--- src/rtl/server_op5_out.sv ---
// server_op5_out: drain stage behind the op5 server input filter.
//
// Pops beats from the filter's fall-through packet FIFO and re-emits them on
// an AXI4-Stream master through one output register with full backpressure.
// On beat 1 of every packet the UDP source and destination ports are swapped
// (when SWAP_EN=1), which turns the request into a server reply.
//
// Ports:
//   axis_aclk, axis_resetn   clock, asynchronous active-low reset
//   i_pkt_fifo_empty_4       upstream FIFO empty flag
//   o_pkt_fifo_rd_en_4       upstream FIFO pop strobe (combinational)
//   i_t*_fifo_4              FIFO head beat (valid whenever empty=0)
//   m_axis_*                 AXI4-Stream master output
//   o_pkt_cnt, o_beat_cnt    packets / beats accepted downstream (wrapping)
//   o_busy                   high while a packet is part-way through
module server_op5_out #(
    parameter int unsigned C_M_AXIS_DATA_WIDTH  = 256,
    parameter int unsigned C_M_AXIS_TUSER_WIDTH = 128,
    parameter bit          SWAP_EN              = 1'b1
) (
    input  logic                                 axis_aclk,
    input  logic                                 axis_resetn,
    input  logic                                 i_pkt_fifo_empty_4,
    output logic                                 o_pkt_fifo_rd_en_4,
    input  logic [C_M_AXIS_DATA_WIDTH-1:0]       i_tdata_fifo_4,
    input  logic [C_M_AXIS_TUSER_WIDTH-1:0]      i_tuser_fifo_4,
    input  logic [C_M_AXIS_DATA_WIDTH/8-1:0]     i_tkeep_fifo_4,
    input  logic                                 i_tlast_fifo_4,
    output logic [C_M_AXIS_DATA_WIDTH-1:0]       m_axis_tdata,
    output logic [C_M_AXIS_DATA_WIDTH/8-1:0]     m_axis_tkeep,
    output logic [C_M_AXIS_TUSER_WIDTH-1:0]      m_axis_tuser,
    output logic                                 m_axis_tvalid,
    input  logic                                 m_axis_tready,
    output logic                                 m_axis_tlast,
    output logic [31:0]                          o_pkt_cnt,
    output logic [31:0]                          o_beat_cnt,
    output logic                                 o_busy
);

    localparam int unsigned KeepWidth = C_M_AXIS_DATA_WIDTH / 8;

    typedef enum logic [1:0] {StHdr, StPort, StBody} state_e;

    state_e                            state_q, state_d;
    logic                              pop;
    logic                              accept;
    logic [C_M_AXIS_DATA_WIDTH-1:0]    tdata_mod;

    logic [C_M_AXIS_DATA_WIDTH-1:0]    tdata_q;
    logic [C_M_AXIS_TUSER_WIDTH-1:0]   tuser_q;
    logic [KeepWidth-1:0]              tkeep_q;
    logic                              tlast_q;
    logic                              tvalid_q;
    logic [31:0]                       pkt_cnt_q;
    logic [31:0]                       beat_cnt_q;

    // Pop whenever the output register is empty or being drained this cycle.
    assign pop    = !i_pkt_fifo_empty_4 && (!tvalid_q || m_axis_tready);
    assign accept = tvalid_q && m_axis_tready;

    // FSM: state register
    always_ff @(posedge axis_aclk or negedge axis_resetn) begin
        if (!axis_resetn) begin
            state_q <= StHdr;
        end else begin
            state_q <= state_d;
        end
    end

    // FSM: next state, advancing only on a pop so underruns simply hold
    always_comb begin
        state_d = state_q;
        if (pop) begin
            case (state_q)
                StHdr:   state_d = i_tlast_fifo_4 ? StHdr : StPort;
                StPort:  state_d = i_tlast_fifo_4 ? StHdr : StBody;
                StBody:  state_d = i_tlast_fifo_4 ? StHdr : StBody;
                default: state_d = StHdr;
            endcase
        end
    end

    // FSM: outputs
    always_comb begin
        o_pkt_fifo_rd_en_4 = pop;
        o_busy             = (state_q != StHdr);
        tdata_mod          = i_tdata_fifo_4;
        // Beat 1 carries the UDP header ports: src at [63:48], dst at [47:32].
        if (SWAP_EN && (state_q == StPort)) begin
            tdata_mod[47:32] = i_tdata_fifo_4[63:48];
            tdata_mod[63:48] = i_tdata_fifo_4[47:32];
        end
    end

    // Output register: a pop overwrites the current beat even if it is being
    // accepted in the same cycle, giving 1 beat/cycle with no bubble.
    always_ff @(posedge axis_aclk or negedge axis_resetn) begin
        if (!axis_resetn) begin
            tdata_q  <= '0;
            tuser_q  <= '0;
            tkeep_q  <= '0;
            tlast_q  <= 1'b0;
            tvalid_q <= 1'b0;
        end else if (pop) begin
            tdata_q  <= tdata_mod;
            tuser_q  <= i_tuser_fifo_4;
            tkeep_q  <= i_tkeep_fifo_4;
            tlast_q  <= i_tlast_fifo_4;
            tvalid_q <= 1'b1;
        end else if (m_axis_tready) begin
            tvalid_q <= 1'b0;
        end
    end

    // Statistics, counted on the downstream handshake; wrap naturally.
    always_ff @(posedge axis_aclk or negedge axis_resetn) begin
        if (!axis_resetn) begin
            pkt_cnt_q  <= '0;
            beat_cnt_q <= '0;
        end else if (accept) begin
            beat_cnt_q <= beat_cnt_q + 32'd1;
            if (tlast_q) begin
                pkt_cnt_q <= pkt_cnt_q + 32'd1;
            end
        end
    end

    assign m_axis_tdata  = tdata_q;
    assign m_axis_tuser  = tuser_q;
    assign m_axis_tkeep  = tkeep_q;
    assign m_axis_tlast  = tlast_q;
    assign m_axis_tvalid = tvalid_q;
    assign o_pkt_cnt     = pkt_cnt_q;
    assign o_beat_cnt    = beat_cnt_q;

endmodule

--- config.mk ---
export PLATFORM = sky130hd
export DESIGN_NAME = server_op5_out
export DESIGN_NICKNAME = d
export VERILOG_FILES = /design/src/rtl/server_op5_out.sv
export SDC_FILE = /design/constraint.sdc
export NUM_CORES = 1
export LEC_CHECK = 0
export BUFFER_PORTS_ARGS = -buffer_cell sky130_fd_sc_hd__buf_2
export CORE_AREA = 8 8 346 348
export DETAILED_ROUTE_END_ITERATION = 6
export DIE_AREA = 0 0 354 356
export PLACE_DENSITY = 0.35
export SETUP_SLACK_MARGIN = 0.2
export SYNTH_ARGS = -nofsm -noshare
export SYNTH_HDL_FRONTEND = slang
export SYNTH_SLANG_ARGS = --single-unit
--- constraint.sdc ---
create_clock -name axis_aclk -period 1.8 [get_ports axis_aclk]
set_input_delay 0.36 -clock axis_aclk [delete_from_list [all_inputs] [get_ports axis_aclk]]
set_output_delay 0.36 -clock axis_aclk [all_outputs]
set_load 0.02 [all_outputs]
==> metrics.md, run 1 <==
| Metric | Value |
|---|---|
| Die H | `356 µm` |
| Total global routing overflow | `0` |
| Final WL | `81000 µm` |
| Syn_nets | `1654` |
| Clock transition at path regs | `60 ps` |
| Worst hold-check path type | `input pin to register` |
| Crit end category | `register` |
| Starting Density | `between 10% and 20%` |
| Synth Cell Area | `18700 µm²` |
| Pins over their slew limit | `0` |
| Critical path's largest stage delay | `440 ps` |
| DIE AREA | `approximately 130000 µm²` |
| Reg2reg start | `m_axis_tvalid` |
| Outcome | `complete, but fails checks` |
| Worst skew pair latency | `630 ps` |
| Synth Register Bits | `484` |
| Vias per cell | `roughly 3.7` |
| Pre-Repair DR Iteration Count | `5` |
| Clock Tree Buf Depth | `3` |
| Final nets | `about 3100` |
| TritonCTS Buffers | `60` |
| Max Fclk | `528 MHz` |
| Reg2Reg Setup Slack | `-100 ps` |
| CP max-delay cell | `dfrtp_2` |
| Setup Slack @ Placement | `-123 ps` |
| Commonest non-fill, non-tap cells in the layout | `buf_2 (870), dfrtp_1 (452), dlygate4sd3_1 (415)` |
| Global-route wire length before repair | `between 100000 and 150000 µm` |
| Die X | `~350 µm` |
| Top cell by count, worst path | `buf_16` |
| Vias after detailed routing | `15825` |
| Total chip power | `35.2 mW` |
| Switching share of power | `30.9%` |
| R2r endpoint | `m_axis_tdata[179]` |
| IO Pins | `905` |
| Crit-path leading delay family | `buffers and inverters` |
| Post-Syn Area per Cell | `15.3 µm²` |
| Final Hold Viols | `0` |
| Post-DP HPWL | `between 60000 and 70000 µm` |
| Worst Setup Slack, final | `-95.4 ps` |
| Sw power | `10.9 mW` |
| Lkg Pwr | `15.8 nW` |
| Seq pwr share | `approximately 38%` |
| Vias in the first global route | `between 15000 and 20000` |
| Share of layout cells above drive strength 1 | `59.0%` |
| Unrepaired setup endpoints after global routing | `yes` |
| Setup-failing EPs final | `104` |
| Largest net degree at the start of global routing | `between 40 and 50` |
| Clock sinks | `484` |
| Clock skew | `23.7 ps` |
| Core ar. | `114000 µm²` |
| CTS tree | `done` |
| Comb pwr share | `about a quarter` |
| Startpoint Class | `register` |
| Part of the cycle the worst path needs | `105%` |
| Failing checks | `setup timing` |
| Worst-path cell chain | `a21oi_4 > buf_12 > buf_4 > buf_16 > buf_16 > buf_16 > mux2_2` |
| WP buf/inv | `5` |
| Arr. time, crit path | `approximately 2400 ps` |
| Clock power frac | `35.6%` |
| VDD IR max | `0.739 mV` |
| FF-to-FF path depth | `7` |
| Htree depth | `2` |
| Worst-Margin Slew | `around 500 ps` |
| Commonest non-fill, non-tap cell in the layout | `buf_2` |
| Post-layout util | `29.7%` |
| WS Path Type | `register to register` |
| Setup crit end | `m_axis_tdata[179]` |
| 1st-iter DRT viols | `between 500 and 600` |
| DRT antenna net count | `0` |
| Fillers | `11794` |
| WP data required | `between 2000 and 2500 ps` |
| DR WL/cell | `roughly 19 µm` |
| Maxcap violations | `0` |
| IO Port Bufs | `904` |
| Final instance area | `33800 µm²` |
| Sequential cell area fraction in the yosys report | `64.6%` |
| Placed cell areas | `about 26000 µm²` |
| Critical path depth in cells | `7` |
| Critical path fanouts, max | `19` |
| Area grow syn2layout | `80.5%` |
| Setup crit start | `m_axis_tvalid` |
| RePlAce Congestion | `0.842` |
| P_int | `24.3 mW` |
| GR Util All Layers | `12.0%` |
| Relative slew slack | `66.8%` |
| Clk root buf | `clkbuf_16` |
| DRC errors left | `0` |
| Distinct cells, synth | `30` |
| Pwr Density | `1040 nW/µm²` |
| Final Critical Period | `about 1900 ps` |
| Row count | `124` |
| Post-Synthesis Cells | `1228` |
| Initial antenna violation count | `9` |
| YS warnings | `0` |
routing by layer:
| layer | global-route usage [%] | wire, µm |
|---|---|---|
| met5 | 0 | 27 |
| met4 | 4.07 | 2530 |
| met3 | 4.32 | 6260 |
| met2 | 21.7 | 42000 |
| met1 | 13.0 | 30200 |
worst min-delay path, cell delays in order:
cell	delay, ps
buf_2	90
mux2i_1	60
a21oi_1	130
metrics by stage:
step	hold WS (ps)	TNS [ps]	cells
after CTS	2.05	-8300	4242
after floorplan	64.4	0	1228
after global placement	240	-11490	3663
after global routing	38.5	-23500	4280
after detailed placement	246	-16500	3663
final	57.0	-4010	4283
sequential cells by signal (all words and copies together), names as in the netlist:
register,count
m_axis_tkeep,32
m_axis_tvalid,1
m_axis_tlast,1
state_q,2
m_axis_tuser,128
o_beat_cnt,32
m_axis_tdata,256
o_pkt_cnt,32
what timing repair did:
item,CTS,global route
setup endpoints to repair,846,924
pin swaps,15,9
endpoints found under the hold margin,689,0
hold buffers,415,0
gates cloned,7,13
resized for setup,113,74
setup buffers,44,20
cell type report:
cell class	instances	area [µm²]	area share [%]
diodes	8	20.0	0.0592
flip-flops and latches	484	12200	35.9
clock inverters	29	323	0.954
inverters	9	33.8	0.0998
well taps	1512	1890	5.59
multi-input cells	673	6650	19.7
repair buffers	1484	11000	32.6
clock buffers	84	1730	5.12
worst min-delay path by stage:
stage | start | end | slack, ps | cells past startpoint
CTS | i_tdata_fifo_4[37] | m_axis_tdata[53] | 2 | 3
floorplan | axis_resetn | m_axis_tdata[0] | 60 | 0
global route | i_tdata_fifo_4[35] | m_axis_tdata[51] | 40 | 3
finish | i_tdata_fifo_4[55] | m_axis_tdata[39] | 60 | 3
global placement | axis_resetn | m_axis_tdata[22] | 240 | 1
detailed placement | axis_resetn | m_axis_tdata[22] | 250 | 1
Yosys cell counts:
cell | count | share of area (%)
o21ai_0 | 3 | 0.080
nor4_4 | 1 | 0.11
nand3_2 | 1 | 0.053
nor3b_1 | 1 | 0.040
nor4_2 | 7 | 0.47
or2_2 | 1 | 0.033
nand4_2 | 1 | 0.067
dfrtp_1 | 484 | 65
mux2_2 | 387 | 23
nand2_1 | 17 | 0.34
or4_1 | 2 | 0.080
nor3_1 | 9 | 0.24
and2_1 | 5 | 0.17
xor2_1 | 20 | 0.93
buf_1 | 1 | 0.020
mux2i_1 | 32 | 1.7
nand4_1 | 24 | 0.80
and3_1 | 6 | 0.20
nor2b_1 | 1 | 0.033
and4_1 | 6 | 0.28
nor2_1 | 43 | 0.86
xnor2_1 | 42 | 2.0
buf_2 | 49 | 1.3
a21oi_1 | 33 | 0.88
inv_1 | 9 | 0.18
ha_1 | 5 | 0.33
nand3b_1 | 1 | 0.040
nand3_1 | 24 | 0.64
clkbuf_1 | 12 | 0.24
nor4b_1 | 1 | 0.047
cell families (layout without fill, tap and decap cells):
kind of cell             Yosys count  count (layout)  synth area share [%]
buffers and inverters             71            1606                  1.75
flip-flops                       484             484                  64.6
multiplexers                     419             419                  25.0
other                              0               8                     0
AO/OA/AOI/OAI                     36              36                 0.961
XOR/XNOR                          62              62                  2.90
adder cells (fa/ha/maj)            5               5                 0.334
AND/OR/NAND/NOR                  151             151                  4.50
power groups by stage:
stage / Sequential [mW] / Combinational [mW] / Clock [mW]
after detailed placement: 13.6 / 7.91 / 0
after global placement: 13.5 / 7.83 / 0
after CTS: 13.4 / 9.13 / 13.1
after global routing: 13.6 / 9.94 / 13.5
after floorplan: 15.4 / 2.19 / 0
final: 13.4 / 9.30 / 12.5
(Power assumes the default switching activity.)
==> run 2: changes to the inputs <==
--- a/config.mk
+++ b/config.mk
@@ -6,9 +6,9 @@
 export NUM_CORES = 1
 export LEC_CHECK = 0
 export BUFFER_PORTS_ARGS = -buffer_cell sky130_fd_sc_hd__buf_2
-export CORE_AREA = 8 8 346 348
+export CORE_AREA = 8 8 349 351
 export DETAILED_ROUTE_END_ITERATION = 6
-export DIE_AREA = 0 0 354 356
+export DIE_AREA = 0 0 357 359
 export PLACE_DENSITY = 0.35
 export SETUP_SLACK_MARGIN = 0.2
 export SYNTH_ARGS = -nofsm -noshare
==> metrics.md, run 2 (synthesis gave the netlist of run 1 again) <==
| Metric | Value |
|---|---|
| Worst Setup Slack, final | `-117 ps` |
| Initial antenna violation count | `6` |
| DR WL/cell | `19.0 µm` |
| Crit end category | `register` |
| Failing checks | `setup timing` |
| Commonest non-fill, non-tap cells in the layout | `buf_2 (881), dfrtp_1 (452), dlygate4sd3_1 (418)` |
| Worst-path cell chain | `a21oi_4 > buf_12 > buf_4 > buf_8 > buf_16 > buf_12 > buf_16 > mux2_4` |
| Startpoint Class | `register` |
| Part of the cycle the worst path needs | `107%` |
| Starting Density | `16.1%` |
| Global-route wire length before repair | `118000 µm` |
| Final Critical Period | `between 1500 and 2000 ps` |
| Max Fclk | `between 500 and 600 MHz` |
| Worst hold-check path type | `input pin to register` |
| Outcome | `complete, but fails checks` |
| Final Hold Viols | `0` |
| Clock sinks | `around 480` |
| Total chip power | `36.0 mW` |
| Area grow syn2layout | `81.7%` |
| Pwr Density | `1060 nW/µm²` |
| DRC errors left | `0` |
| Lkg Pwr | `15.9 nW` |
| Core ar. | `117000 µm²` |
| Max FFs per register | `256` |
| Worst-Margin Slew | `503 ps` |
| Commonest non-fill, non-tap cell in the layout | `buf_2` |
| Clock transition at path regs | `60 ps` |
| IO Pins | `905` |
| Critical path fanouts, max | `5` |
| WS Path Type | `register to register` |
| WP buf/inv | `6` |
| DRT antenna net count | `0` |
| GR Util All Layers | `12.0%` |
| Largest net degree at the start of global routing | `79` |
| CTS tree | `done` |
| Clk root buf | `clkbuf_16` |
| Clock skew | `22.9 ps` |
| Pins over their slew limit | `0` |
| Die H | `359 µm` |
| Arr. time, crit path | `2430 ps` |
| WP data required | `2320 ps` |
| Critical path's largest stage delay | `430 ps` |
| DIE AREA | `~130000 µm²` |
| Post-DP HPWL | `60600 µm` |
| Die X | `~360 µm` |
| Unrepaired setup endpoints after global routing | `yes` |
| Vias after detailed routing | `15987` |
| Setup-failing EPs final | `between 100 and 150` |
| Share of layout cells above drive strength 1 | `59.1%` |
| Final WL | `81800 µm` |
| TritonCTS Buffers | `61` |
| Setup TNS | `-6450 ps` |
| Clock Tree Buf Depth | `3` |
| CP max-delay cell | `dfrtp_2` |
| Worst skew pair latency | `640 ps` |
| Relative slew slack | `~66%` |
| Row count | `126` |
| Maxcap violations | `0` |
| Crit-path leading delay family | `buffers and inverters` |
| Vias per cell | `3.70` |
| RePlAce Congestion | `0.788` |
| VDD IR max | `0.661 mV` |
| Total global routing overflow | `0` |
| Htree depth | `2` |
| Vias in the first global route | `between 15000 and 20000` |
| IO Port Bufs | `904` |
| 1st-iter DRT viols | `496` |
| Pre-Repair DR Iteration Count | `4` |
| Final nets | `~3100` |
-- run 2: path summary, 6_finish.rpt --
check                               startpoint           endpoint  slack, ps  depth (start not counted)
max                              m_axis_tvalid  m_axis_tdata[237]       -120                          8
min                        i_tuser_fifo_4[127]  m_axis_tuser[127]        120                          2
max reg2reg                      m_axis_tvalid  m_axis_tdata[237]       -120                          8
min reg2reg                     o_beat_cnt[11]     o_beat_cnt[11]        480                          1
max in group asynchronous          axis_resetn  m_axis_tdata[218]        710                          3
min in group asynchronous          axis_resetn  m_axis_tuser[119]        260                          2
-- run 2: where the power goes --
part           internal [mW]  total (mW)  leakage, nW  switching, mW
registers               12.5        13.4         5.71          0.925
logic                   4.31        9.32         9.10           5.01
clock network           8.20        13.3         1.08           5.06
-- run 2: timing repair --
item                                    in CTS  in global routing
pin swaps                                    6                 28
endpoints found under the hold margin      431                  0
cloned                                      10                  9
endpoints found under the setup margin     893                915
gates resized for setup                    125                 69
hold buffers                               418                  0
setup buffers                               33                 21
-- run 2: area by class of cell --
class                      instances  area (µm²)
fill                           12075       82600
clock buffer                      82        1740
inverter                           9        33.8
sequential                       484       12200
antenna                            4        10.0
tap                             1536        1920
multi-input combinational        673        6700
timing repair buffer            1494       11100
clock inverter                    33         460
-- run 2: worst reg2reg max path, cell delays in order, from the launching register on --
cell	delay, ps
dfrtp_2	430
a21oi_4	160
buf_12	160
buf_4	120
buf_8	130
buf_16	150
buf_12	170
buf_16	150
mux2_4	320
-- run 2: routing by layer --
layer | routed length [µm] | up-vias | GRT usage, %
li1 | - | 7362 | -
met1 | 30300 | 7968 | 12.7
met2 | 42400 | 549 | 22.2
met3 | 6850 | 104 | 4.38
met4 | 2210 | 4 | 3.59
met5 | 19 | - | 0
-- run 2: per-stage QoR --
stage | util (%) | hold WS, ps | std cells | setup slack [ps] | instance area (µm²)
detailed placement | 22.3 | 353 | 3705 | -198 | 26000
global route | 29.2 | 72.7 | 4313 | -174 | 34100
floorplan | - | 64.4 | 1228 | 9.23 | 18900
finish | 29.2 | 119 | 4315 | -117 | 34100
global placement | 22.3 | 347 | 3705 | -193 | 26000
CTS | 28.6 | 56.5 | 4281 | -181 | 33400
